[src/rtl/id_ex_reg.sv]
// ID/EX pipeline register for the 5-stage MIPS datapath.
// Captures the decoded control bundle and execute-stage operands, supports
// stall, flush and load-use bubble insertion, and counts inserted bubbles
// with a saturating counter.
// Optional feature macro: ID_EX_HAZARD_EN (load-use detection compiled in).
module id_ex_reg #(
   parameter int DW    = 32,
   parameter int CNT_W = 16
) (
   input  logic             clk,
   input  logic             rst_n,
   input  logic             valid_id,
   input  logic             stall,
   input  logic             flush,
   input  logic             reg_dst_id,
   input  logic             branch_id,
   input  logic             mem_read_id,
   input  logic             mem_to_reg_id,
   input  logic             mem_write_id,
   input  logic             alu_src_id,
   input  logic             reg_write_id,
   input  logic [2:0]       alu_op_id,
   input  logic [DW-1:0]    pc4_id,
   input  logic [DW-1:0]    rd1_id,
   input  logic [DW-1:0]    rd2_id,
   input  logic [DW-1:0]    imm_id,
   input  logic [4:0]       rs_id,
   input  logic [4:0]       rt_id,
   input  logic [4:0]       rd_id,
   output logic             valid_ex,
   output logic             reg_dst_ex,
   output logic             branch_ex,
   output logic             mem_read_ex,
   output logic             mem_to_reg_ex,
   output logic             mem_write_ex,
   output logic             alu_src_ex,
   output logic             reg_write_ex,
   output logic [2:0]       alu_op_ex,
   output logic [DW-1:0]    pc4_ex,
   output logic [DW-1:0]    rd1_ex,
   output logic [DW-1:0]    rd2_ex,
   output logic [DW-1:0]    imm_ex,
   output logic [4:0]       rs_ex,
   output logic [4:0]       rt_ex,
   output logic [4:0]       rd_ex,
   output logic             hazard_stall,
   output logic [CNT_W-1:0] bubble_cnt
);

   typedef enum logic [1:0] {
      ACT_LOAD,
      ACT_HOLD,
      ACT_BUBBLE
   } act_e;

   // Control bundle order: reg_dst, branch, mem_read, mem_to_reg,
   // mem_write, alu_src, reg_write, alu_op[2:0]
   logic             r_valid;
   logic [9:0]       r_ctrl;
   logic [DW-1:0]    r_pc4;
   logic [DW-1:0]    r_rd1;
   logic [DW-1:0]    r_rd2;
   logic [DW-1:0]    r_imm;
   logic [4:0]       r_rs;
   logic [4:0]       r_rt;
   logic [4:0]       r_rd;
   logic [CNT_W-1:0] r_cnt;

   act_e             w_act;
   logic             w_hazard;
   logic             w_reg_dst;
   logic             w_mem_to_reg;
   logic [9:0]       w_ctrl_in;

   // RegDst and MemToReg may be X from the control unit; only a real 1 passes.
   assign w_reg_dst    = (reg_dst_id === 1'b1);
   assign w_mem_to_reg = (mem_to_reg_id === 1'b1);

   assign w_ctrl_in = valid_id ?
      {w_reg_dst, branch_id, mem_read_id, w_mem_to_reg, mem_write_id,
       alu_src_id, reg_write_id, alu_op_id} : '0;

`ifdef ID_EX_HAZARD_EN
   // Load in EX whose destination is a source of the instruction in ID.
   assign w_hazard = r_valid & r_ctrl[7] & (r_rt != 5'd0) &
                     ((r_rt == rs_id) | ((r_rt == rt_id) & ~alu_src_id));
`else
   assign w_hazard = 1'b0;
`endif

   // Per-edge decision: flush/hazard bubble beats stall beats load.
   always_comb begin
      w_act = ACT_LOAD;
      if (flush || w_hazard) begin
         w_act = ACT_BUBBLE;
      end else if (stall) begin
         w_act = ACT_HOLD;
      end
   end

   // Valid flag and control bundle; a bubble clears both.
   always_ff @(posedge clk or negedge rst_n) begin
      if (!rst_n) begin
         r_valid <= 1'b0;
         r_ctrl  <= '0;
      end else begin
         case (w_act)
            ACT_BUBBLE: begin
               r_valid <= 1'b0;
               r_ctrl  <= '0;
            end
            ACT_LOAD: begin
               r_valid <= valid_id;
               r_ctrl  <= w_ctrl_in;
            end
            default: ;
         endcase
      end
   end

   // Operands and specifiers load only on a plain load; bubbles leave them.
   always_ff @(posedge clk or negedge rst_n) begin
      if (!rst_n) begin
         r_pc4 <= '0;
         r_rd1 <= '0;
         r_rd2 <= '0;
         r_imm <= '0;
         r_rs  <= '0;
         r_rt  <= '0;
         r_rd  <= '0;
      end else if (w_act == ACT_LOAD) begin
         r_pc4 <= pc4_id;
         r_rd1 <= rd1_id;
         r_rd2 <= rd2_id;
         r_imm <= imm_id;
         r_rs  <= rs_id;
         r_rt  <= rt_id;
         r_rd  <= rd_id;
      end
   end

   // Saturating count of bubbles inserted by flush or hazard.
   always_ff @(posedge clk or negedge rst_n) begin
      if (!rst_n) begin
         r_cnt <= '0;
      end else if ((w_act == ACT_BUBBLE) && !(&r_cnt)) begin
         r_cnt <= r_cnt + CNT_W'(1);
      end
   end

   assign valid_ex      = r_valid;
   assign reg_dst_ex    = r_ctrl[9];
   assign branch_ex     = r_ctrl[8];
   assign mem_read_ex   = r_ctrl[7];
   assign mem_to_reg_ex = r_ctrl[6];
   assign mem_write_ex  = r_ctrl[5];
   assign alu_src_ex    = r_ctrl[4];
   assign reg_write_ex  = r_ctrl[3];
   assign alu_op_ex     = r_ctrl[2:0];
   assign pc4_ex        = r_pc4;
   assign rd1_ex        = r_rd1;
   assign rd2_ex        = r_rd2;
   assign imm_ex        = r_imm;
   assign rs_ex         = r_rs;
   assign rt_ex         = r_rt;
   assign rd_ex         = r_rd;
   assign hazard_stall  = w_hazard;
   assign bubble_cnt    = r_cnt;

endmodule

[config.mk]
export PLATFORM = sky130hd
export DESIGN_NAME = id_ex_reg
export DESIGN_NICKNAME = d
export VERILOG_FILES = /design/src/rtl/id_ex_reg.sv
export SDC_FILE = /design/constraint.sdc
export NUM_CORES = 1
export LEC_CHECK = 0
export ABC_AREA = 0
export CORE_UTILIZATION = 30
export DETAILED_ROUTE_END_ITERATION = 10
export DONT_BUFFER_PORTS = 1
export GPL_TIMING_DRIVEN = 0
export PLACE_DENSITY_LB_ADDON = 0.12
export SLEW_MARGIN = 20
export SYNTH_ARGS = -nofsm -noshare
export SYNTH_HDL_FRONTEND = slang
export SYNTH_SLANG_ARGS = --single-unit
[constraint.sdc]
create_clock -name clk -period 3 [get_ports clk]
set_input_delay 0.3 -clock clk [delete_from_list [all_inputs] [get_ports clk]]
set_output_delay 0.3 -clock clk [all_outputs]
set_load 0.02 [all_outputs]
==> out/results.ini, run 1 <==
[clock_network]
tritoncts = built
cts_setup_buffers = 0
clkLatencyLatePin_ns = 0.41
path_clk_slew_ns = 0.07
clock-sinks = 170
h-tree-depth = 4
root_buffer = clkbuf_16
cts_inserted_buffers = 17
clock_path_buffers = 2

[status]
violations = negative hold slack
status = finished with violations

[grt]
grt_overflow = 0
grt.total_usage_pct = 13.0
antenna_found_initial = 0
grt_pass1_vias = 3766
grt_max_degree = 171
grt_pass1_wl_um = 21800

[pwr]
peakVddDrop_v = 0.000264
netSwitchingPower_mw = 1.83
pwr_density_cell_nw_per_um2 = 789
comb_power_share_pct = 7.8
p_leak_nw = 3.18
power.total_mw = 5.85
power.share.clock_pct = 34.8
seqPwrFrac_pct = 57.4
p_int_mw = 4.03
p_sw_share_pct = 31.2

[job]
maxCapViolations = 0

[timing]
min_period_ns = 2.07
rsz0062_at_grt = no
finalSetupViolations = 0
finClkSkew_ns = 0.00884
hold_viol = 170
relSlewSlack_pct = 44.3
worstMarginPinSlew_ns = 0.833
hold_slack_ns = -0.421
fin_crit_sh_pct = 69.0
slew_viol_final = 0
clock.fmax_mhz = 483
final.setup.tns_ns = 0
timing.final.ws_setup_ns = 0.929

[setup_path]
crit_chain = ha_1 > nand4_1 > nor4_4 > nand2b_2 > mux2_1
cp_slowest_cell = dfrtp_1
cp-end-kind = flip-flop
r2r-start = bubble_cnt[1]
max_stage_delay_ns = 0.53
required_ns = 3.30
arrival_ns = 2.37
startpoint = bubble_cnt[1]
crit_family = simple AND/OR/NAND/NOR gates
crit_buf_inv = 0
crit_fanout = 9
worstSetupPathType = reg2reg
startpoint_type = flip-flop

[yosys]
synth_cell_types = 31
yosys_warnings = 0
synthMuxAreaShare_pct = 24.9
seq_area_frac_synth_pct = 65.2
synth_top_family_by_area = multiplexers
synth_fa_ha_area_share_pct = 0.192
syn-cell-area_um2 = 6530
syn_nets = 573
synthDominantCellAreaShare_pct = 65.2
synth-compound-area-share_pct = 1.84
synth_xor_area_share_pct = 1.74
synthCells = 414
avgSynthCellArea_um2 = 15.8
ys_ff_latch = 170
synth_edf_count = 0
synth-simple-area-share_pct = 4.33
synth_area_leaders = dfrtp_1 (65%), mux2_2 (25%), xor2_1 (1.6%)
synth_area_leader_cell = dfrtp_1
ys.flop_type = dfrtp_1
synthArstFlopShare_pct = 100

[finish]
antennaDiodeCount = 0
final_layout_size_suffix_gt1_share_pct = 43.9
nets = 593
area_growth_pct = 13.7
final_area_um2 = 7420
postLayoutCoreUtil_pct = 35.1
fin_cells = 721

[detailed_routing]
vias = 3434
m1WireLength_um = 5360
drt_iter0_drc = 75
drt_first_pass_iters = 4
drtAntennaViolNets = 0
wl_met3_um = 1690
drt_wl_total_um = 14700
drc = 0
wl_met2_um = 7490
wl_per_cell_um = 20.4
drt-vias-per-instance = 4.76
top_layer = met4

[die]
fp-row-count = 53
pin_count = 329
core_um2 = 21200
start_util_pct = 30.8
dieArea_um2 = 22300
die_h_um = 149
dieWidth_um = 149

[placement]
place_area_um2 = 6870
routabilityCongestion = 0.696
portBuffers = 0
place_worst_setup_slack_ns = 0.596
hpwl_um = 10700
place_inst = 689

[worst_hold_path]
hp-class = in2async

==> cells in the mapped netlist (2+ instances only) <==
master    number
nor3_1         4
nor4b_1        2
nand3_1        3
xor2_1        12
nand2_1        9
a22oi_1       10
mux2_2       143
buf_4          8
nor4_1         3
buf_2          9
nor2_1        17
dfrtp_1      170
clkbuf_1       3
nand4_1        4
==> cell families after synthesis <==
kind of cell / Yosys count
flip-flops: 170
multiplexers: 144
AND/OR/NAND/NOR: 49
buffers and inverters: 20
AO/OA/AOI/OAI: 16
XOR/XNOR: 13
adder cells (fa/ha/maj): 1
other: 1
==> power by group through the flow <==
stage | logic (mW) | registers, mW | clock network (mW)
5_1_grt | 0.504 | 3.42 | 2.23
3_5_place_dp | 0.469 | 3.41 | 0
6_report | 0.456 | 3.36 | 2.04
4_1_cts | 0.466 | 3.37 | 2.13
3_3_place_gp | 0.443 | 3.42 | 0
2_1_floorplan | 0.402 | 3.28 | 0
==> layer usage <==
layer | track usage [%] | vias to the layer above
li1 | - | 1509
met1 | 14.1 | 1708
met2 | 21.8 | 206
met3 | 6.83 | 11
met4 | 4.03 | 0
met5 | 0 | -
==> repair_timing <==
item	in CTS	in global routing
resized for setup	0	0
endpoints found under the hold margin	170	171
setup endpoints to repair	0	0
==> cells in the final DEF (no fill, tap or decap), types with 2 or more instances in the layout <==
cell        Yosys  layout
nand3_1         3       3
buf_4           8       8
nor4b_1         2       2
nand2_1         9       9
nand4_1         4       4
clkinv_2        0       4
nor3_1          4       4
a22oi_1        10      10
clkbuf_16       0      17
clkbuf_1        3       3
nor2_1         17      17
dfrtp_1       170     170
clkinvlp_4      0       2
xor2_1         12      12
buf_2           9       9
inv_6           0       4
clkbuf_8        0       2
nor4_1          3       3
mux2_2        143     143
==> registers in the layout (all words and copies together), names as in the netlist <==
register    flops
rd_ex           5
bubble_cnt     16
r_ctrl         10
rd2_ex         32
valid_ex        1
rt_ex           5
pc4_ex         32
imm_ex         32
rs_ex           5
rd1_ex         32
==> worst paths after layout <==
check                      slack (ns)            end  depth (start not counted)
max in group asynchronous        3.21  bubble_cnt[0]                          0
setup reg to reg                 0.93  bubble_cnt[1]                          5
hold / removal                  -0.42     pc4_ex[11]                          0
min in group clk                 0.03      rd2_ex[2]                          1
setup / recovery                 0.93  bubble_cnt[1]                          5
hold reg to reg                  0.66     rd2_ex[15]                          1
==> area by class of cell <==
| class | count | area, um^2 |
|---|---|---|
| tap | 275 | 344 |
| multi-input combinational | 224 | 2150 |
| fill | 2032 | 13700 |
| timing repair buffer | 1 | 10.0 |
| clock buffer | 19 | 453 |
| buffer | 20 | 116 |
| clock inverter | 12 | 90.1 |
| sequential | 170 | 4250 |
Power figures use the tool's default switching activity.
==> run 2: changes to the inputs <==
clock period = 2 ns   (was 3 ns; I/O delays follow)
==> run 2 against run 1 <==
The flow now stops in clock tree synthesis. Synthesized cell count is the same. Synthesized area stayed put.
==> out/results.ini, run 2 <==
[status]
status = aborted with a tool error  ; was finished with violations
haltStage = clock tree synthesis
error_message = [ERROR RSZ-0060] Max buffer count reached.

[yosys]
synthDominantCellAreaShare_pct = 65.2  ; unchanged
syn_nets = 573  ; unchanged
synth_cell_types = 31  ; unchanged
yosys-top-cells-count = dfrtp_1 (170), mux2_2 (143), nor2_1 (17)  ; unchanged
yosysMostFrequentCell = dfrtp_1  ; unchanged
avgSynthCellArea_um2 = 15.8  ; unchanged
synthArstFlopShare_pct = 100  ; unchanged
synth_edf_count = 0  ; unchanged
ys_ff_latch = 170  ; unchanged
synthCells = 414  ; unchanged
synth_area_leaders = dfrtp_1 (65%), mux2_2 (25%), xor2_1 (1.6%)  ; unchanged
seq_area_frac_synth_pct = 65.2  ; unchanged
syn-cell-area_um2 = 6530  ; unchanged
yosys_warnings = 0  ; unchanged
synth_area_leader_cell = dfrtp_1  ; unchanged
ys.flop_type = dfrtp_1  ; unchanged

[clock_network]
hold_buffers = 145
cts_inserted_buffers = 17  ; unchanged
cts_setup_buffers = 1  ; was 0
clock_path_buffers = 2  ; unchanged
cts_resized = 0  ; unchanged
clock-sinks = 170  ; unchanged
h-tree-depth = 4  ; unchanged
root_buffer = clkbuf_16  ; unchanged

[placement]
routabilityCongestion = 0.696  ; unchanged
hpwl_um = 10700  ; unchanged
place_worst_setup_slack_ns = -0.304  ; was 0.596 ns
portBuffers = 0  ; unchanged
place_inst = 689  ; unchanged

[die]
pin_count = 329  ; unchanged
die_h_um = 149  ; unchanged
dieWidth_um = 149  ; unchanged
fp-row-count = 53  ; unchanged
start_util_pct = 30.8  ; unchanged

-- run 2: cell counts after synthesis --
No cell type changed its count.
-- run 2: cell families after synthesis --
family | Yosys count | share of synthesized area, %
flops | 170 | 65.2
mux | 144 | 24.9
simple gates | 49 | 4.33
buf+inv | 20 | 1.78
compound gates | 16 | 1.84
xor+xnor | 13 | 1.74
fa+ha+maj | 1 | 0.192
other cells | 1 | 0.0575
-- run 2: per-stage QoR --
stage	cell area [um^2]	util, %	TNS (ns)
after floorplan	6530	-	0
after global placement	6870	32.5	-16.81
after detailed placement	6870	32.5	-22.94
==> run 3: changes to the inputs <==
CORE_UTILIZATION = 20   (was 30)
PLACE_DENSITY_LB_ADDON = 0.15   (was 0.12)
==> run 3 against run 2 <==
The flow now finishes, with violations (negative hold slack).
==> out/results.ini, run 3 (synthesis gave the netlist of run 1 again) <==
[timing]
slew_viol_final = 0
min_period_ns = 1.84
clock.fmax_mhz = 544
finalSetupViolations = 0
worstMarginPinSlew_ns = 0.594
finClkSkew_ns = 0.00451
rsz0062_at_grt = no
hold_slack_ns = -0.542
final.setup.tns_ns = 0
fin_crit_sh_pct = 92.0
hold_viol = 170
relSlewSlack_pct = 60.4

[pwr]
p_leak_nw = 3.86
power.total_mw = 9.29
peakVddDrop_v = 0.000535
pwr_density_cell_nw_per_um2 = 1010

[grt]
grt_pass1_wl_um = 26300
grt_overflow = 0
antenna_found_initial = 0
grt_max_degree = 171
grt.total_usage_pct = 10.4
grt_pass1_vias = 4688

[die]
pin_count = 329  ; unchanged
fp-row-count = 65  ; was 53
dieWidth_um = 183  ; was 149 um
die_h_um = 183  ; was 149 um
core_um2 = 31800
start_util_pct = 20.5  ; was 30.8%
dieArea_um2 = 33400

[finish]
nets = 748
antennaDiodeCount = 0
final_area_um2 = 9230
mostFrequentLayoutCells = dfrtp_1 (168), dlygate4sd3_1 (154), mux2_2 (143)
layout_commonest_cell = dfrtp_1
final_layout_size_suffix_gt1_share_pct = 33.7
area_growth_pct = 41.4

[placement]
portBuffers = 0  ; unchanged
hpwl_um = 11500  ; was 10,700 um
place_area_um2 = 7070  ; was 6870 um^2
routabilityCongestion = 0.718  ; was 0.696

[status]
violations = negative hold slack
status = finished with violations  ; was aborted with a tool error

[setup_path]
startpoint_type = flip-flop
required_ns = 2.32
crit_fanout = 7
worstSetupPathType = reg2reg
r2r_cells = 4
cp-end-kind = flip-flop
arrival_ns = 2.16

[clock_network]
tritoncts = built
cts_inserted_buffers = 17  ; unchanged
hold_buffers = 154  ; was 145
clkLatencyLatePin_ns = 0.44
h-tree-depth = 4  ; unchanged
clock-sinks = 170  ; unchanged
path_clk_slew_ns = 0.07
root_buffer = clkbuf_16  ; unchanged
clock_path_buffers = 2  ; unchanged

[detailed_routing]
vias = 4108
drt_iter0_drc = 98
drt_wl_total_um = 17100
drt-vias-per-instance = 3.96
drc = 0
drt_first_pass_iters = 4
wl_per_cell_um = 16.5
drtAntennaViolNets = 0

[job]
maxCapViolations = 0

[worst_hold_path]
hp-class = in2async

[run 3: routing by layer]
layer / share of wire, % / track usage [%]
met1: 36 / 10.4
met2: 52 / 18.6
met3: 10 / 4.89
met4: 1.7 / 4.20
met5: 0 / 0
[run 3: final cells by class]
cell class              instances  area (um^2)
clock inverters                13          130
well taps                     435          544
repair buffers                156         1560
fillers                      3221        22600
clock buffers                  19          453
multi-input cells             224         2170
plain buffers                  20          116
flip-flops and latches        170         4260
[run 3: path summary, 6_finish.rpt]
path / slack (ns) / endpoint / startpoint
max reg2reg: 0.16 / bubble_cnt[1] / bubble_cnt[13]
min reg2reg: 0.61 / bubble_cnt[0] / bubble_cnt[0]
min in group clk: 0.06 / r_ctrl[9] / flush
max in group asynchronous: 2.33 / bubble_cnt[1] / rst_n
min: -0.54 / rd1_ex[27] / rst_n
max: 0.16 / bubble_cnt[1] / bubble_cnt[13]
[run 3: worst max-delay path, cell delays in order (launching register included)]
cell and delay, ns:
dfrtp_1 0.61, nand4_2 0.26, nor4_4 0.35, nand2b_2 0.19, mux2_1 0.31
[run 3: metrics by stage]
step	hold WS (ns)	setup WS (ns)	std cells	util, %
2_1_floorplan	-0.0956	0.174	414	-
6_report	-0.542	0.161	1037	29.0
4_1_cts	-0.587	0.0535	1036	29.0
5_1_grt	-0.588	0.0647	1037	29.0
3_5_place_dp	-0.0921	-0.555	849	22.2
3_3_place_gp	-0.0916	-0.464	849	22.2
[run 3: repair_timing]
| action | 4_1_cts | 5_1_grt |
|---|---|---|
| endpoints found under the hold margin | 323 | 170 |
| gates resized for setup | 3 | 2 |
| endpoints found under the setup margin | 63 | 10 |
| setup buffers | 1 | 1 |
| pin swaps | 1 | 2 |
[run 3: report_power, final]
group / internal (mW) / total [mW] / leakage [nW] / switching, mW
clock: 1.81 / 3.28 / 0.285 / 1.47
sequential: 3.94 / 5.05 / 2.04 / 1.11
combinational: 0.644 / 0.954 / 1.54 / 0.310
total: 6.40 / 9.29 / 3.86 / 2.89
==> run 4: changes to the inputs <==
HOLD_SLACK_MARGIN = 0.03   (was unset)
==> run 4 against run 3 <==
The flow still finishes with violations (negative hold slack). Highest routed layer unchanged. Worst setup slack got worse by 0.087 ns. Sequential share of layout area fell by 0.068 points. Critical path type unchanged. Count of clock-buffer cells in the layout did not move. Maximum frequency fell by 4.5%.
==> out/results.ini, run 4 (synthesis gave the netlist of run 1 again) <==
[status]
status = finished with violations  ; unchanged
violations = negative hold slack  ; unchanged

[pwr]
pwr_density_cell_nw_per_um2 = 1010  ; about the same
p_leak_nw = 3.86  ; about the same
peakVddDrop_v = 0.000535  ; about the same

[grt]
grt_pass1_vias = 4700  ; was 4,688
grt_pass1_wl_um = 26400  ; was 26,300 um
antenna_found_initial = 0  ; unchanged
grt.total_usage_pct = 10.5  ; was 10.4%
grt_max_degree = 171  ; unchanged
grt_overflow = 0  ; unchanged

[die]
die_h_um = 183  ; unchanged
dieArea_um2 = 33400  ; unchanged
pin_count = 329  ; unchanged
fp-row-count = 65  ; unchanged
start_util_pct = 20.5  ; unchanged
dieWidth_um = 183  ; unchanged
core_um2 = 31800  ; unchanged

[clock_network]
cts_inserted_buffers = 17  ; unchanged
h-tree-depth = 4  ; unchanged
clock-sinks = 170  ; unchanged
path_clk_slew_ns = 0.07  ; about the same
hold_buffers = 155  ; was 154
tritoncts = built  ; unchanged
root_buffer = clkbuf_16  ; unchanged
clkLatencyLatePin_ns = 0.44  ; about the same
clock_path_buffers = 2  ; unchanged

[worst_hold_path]
hp-class = in2async  ; unchanged

[setup_path]
startpoint_type = flip-flop  ; unchanged
r2r_cells = 4  ; unchanged
crit_fanout = 2  ; was 7
required_ns = 2.32  ; about the same
r2r-start = r_ctrl[9]  ; was bubble_cnt[13]
startpoint = r_ctrl[9]  ; was bubble_cnt[13]
r2r_setup_slack_ns = 0.07  ; was 0.16 ns
r2r-end = r_ctrl[9]  ; was bubble_cnt[1]
worstSetupPathType = reg2reg  ; unchanged
arrival_ns = 2.25  ; was 2.16 ns
cp-end-kind = flip-flop  ; unchanged

[finish]
area_growth_pct = 41.6  ; was 41.4%
multi_input_area_um2 = 2170  ; about the same
final_layout_size_suffix_gt1_share_pct = 34.0  ; was 33.7%
layout_commonest_cell = dfrtp_1  ; unchanged
nets = 749  ; was 748
antennaDiodeCount = 0  ; unchanged
mostFrequentLayoutCells = dfrtp_1 (167), dlygate4sd3_1 (155), mux2_2 (143)  ; was dfrtp_1 (168), dlygate4sd3_1 (154), mux2_2 (143)
final_area_um2 = 9240  ; was 9230 um^2
regArea_um2 = 4260  ; about the same
fill_cells = 3216  ; was 3,221

[timing]
clock.fmax_mhz = 519  ; was 544 MHz
worstMarginPinSlew_ns = 0.581  ; was 0.594 ns
finClkSkew_ns = 0.00451  ; about the same
hold_viol = 170  ; unchanged
hold_slack_ns = -0.542  ; about the same
relSlewSlack_pct = 61.2  ; was 60.4%
fin_crit_sh_pct = 96.3  ; was 92.0%
rsz0062_at_grt = no  ; unchanged
min_period_ns = 1.93  ; was 1.84 ns
finalSetupViolations = 0  ; unchanged
slew_viol_final = 0  ; unchanged

[placement]
routabilityCongestion = 0.718  ; unchanged
place_area_um2 = 7070  ; unchanged
hpwl_um = 11500  ; unchanged
portBuffers = 0  ; unchanged

[detailed_routing]
drt_first_pass_iters = 4  ; unchanged
drtAntennaViolNets = 0  ; unchanged
drc = 0  ; unchanged
drt_iter0_drc = 98  ; unchanged
vias = 4119  ; was 4,108
drt-vias-per-instance = 3.97  ; was 3.96
wl_per_cell_um = 16.5  ; about the same
drt_wl_total_um = 17200  ; was 17,100 um

[job]
maxCapViolations = 0  ; unchanged

## run 4: cell count changes in the layout (fill, tap and decap cells not counted), sizes merged
| cell | delta |
|---|---|
| dlygate4sd3 | +1 |
## run 4: worst max-delay path by stage
stage | endpoint | slack, ns
finish | r_ctrl[9] | 0.07
detailed placement | rd1_ex[16] | -0.56
floorplan | bubble_cnt[1] | 0.17
global route | r_ctrl[9] | 0.03
CTS | bubble_cnt[13] | 0.05
global placement | rd1_ex[16] | -0.46
## run 4: layer usage
layer / vias up / routed length (um) / track usage (%) / part of all wire, %
li1: 1825 / - / - / -
met5: - / 0 / 0 / 0
met2: 227 / 8890 / 18.7 / 52
met1: 2051 / 6260 / 10.4 / 36
met4: 0 / 288 / 4.20 / 1.7
met3: 16 / 1730 / 4.89 / 10
## run 4: cell type report
class | instances | share of cell area, %
plain buffers | 20 | 1.26
clock buffers | 19 | 4.90
clock inverters | 13 | 1.41
multi-input cells | 224 | 23.5
flip-flops and latches | 170 | 46.1
well taps | 435 | 5.89
repair buffers | 157 | 17.0
## run 4: where the power goes
group	total [mW]	internal [mW]	switching (mW)
registers	5.05	3.94	1.11
logic	0.956	0.645	0.311
clock network	3.29	1.81	1.47
total	9.29	6.40	2.89
## run 4: repair_timing
item | in CTS | in global routing
hold endpoints to repair | 323 | 170
gates resized for setup | 3 | 4
setup buffers | 1 | 1
setup endpoints to repair | 63 | 11
pin swaps | 1 | 2
## run 4: worst max-delay path, stage by stage (launching register included)
cell and delay, ns:
dfrtp_2 0.46, a22oi_2 0.19, dlygate4sd3_1 0.56, nor2_1 0.04, dlygate4sd3_1 0.56
## run 4: stage by stage
| stage | instances | worst slack [ns] | utilization [%] | setup TNS (ns) | power, mW |
|---|---|---|---|---|---|
| after global routing | 1038 | 0.0303 | 29.1 | 0 | 9.79 |
| after detailed placement | 849 | -0.555 | 22.2 | -50.90 | 5.82 |
| after floorplan | 414 | 0.174 | - | 0 | 5.53 |
| final | 1038 | 0.0739 | 29.1 | 0 | 9.29 |
| after CTS | 1037 | 0.0535 | 29.0 | 0 | 9.46 |
| after global placement | 849 | -0.464 | 22.2 | -40.18 | 5.81 |
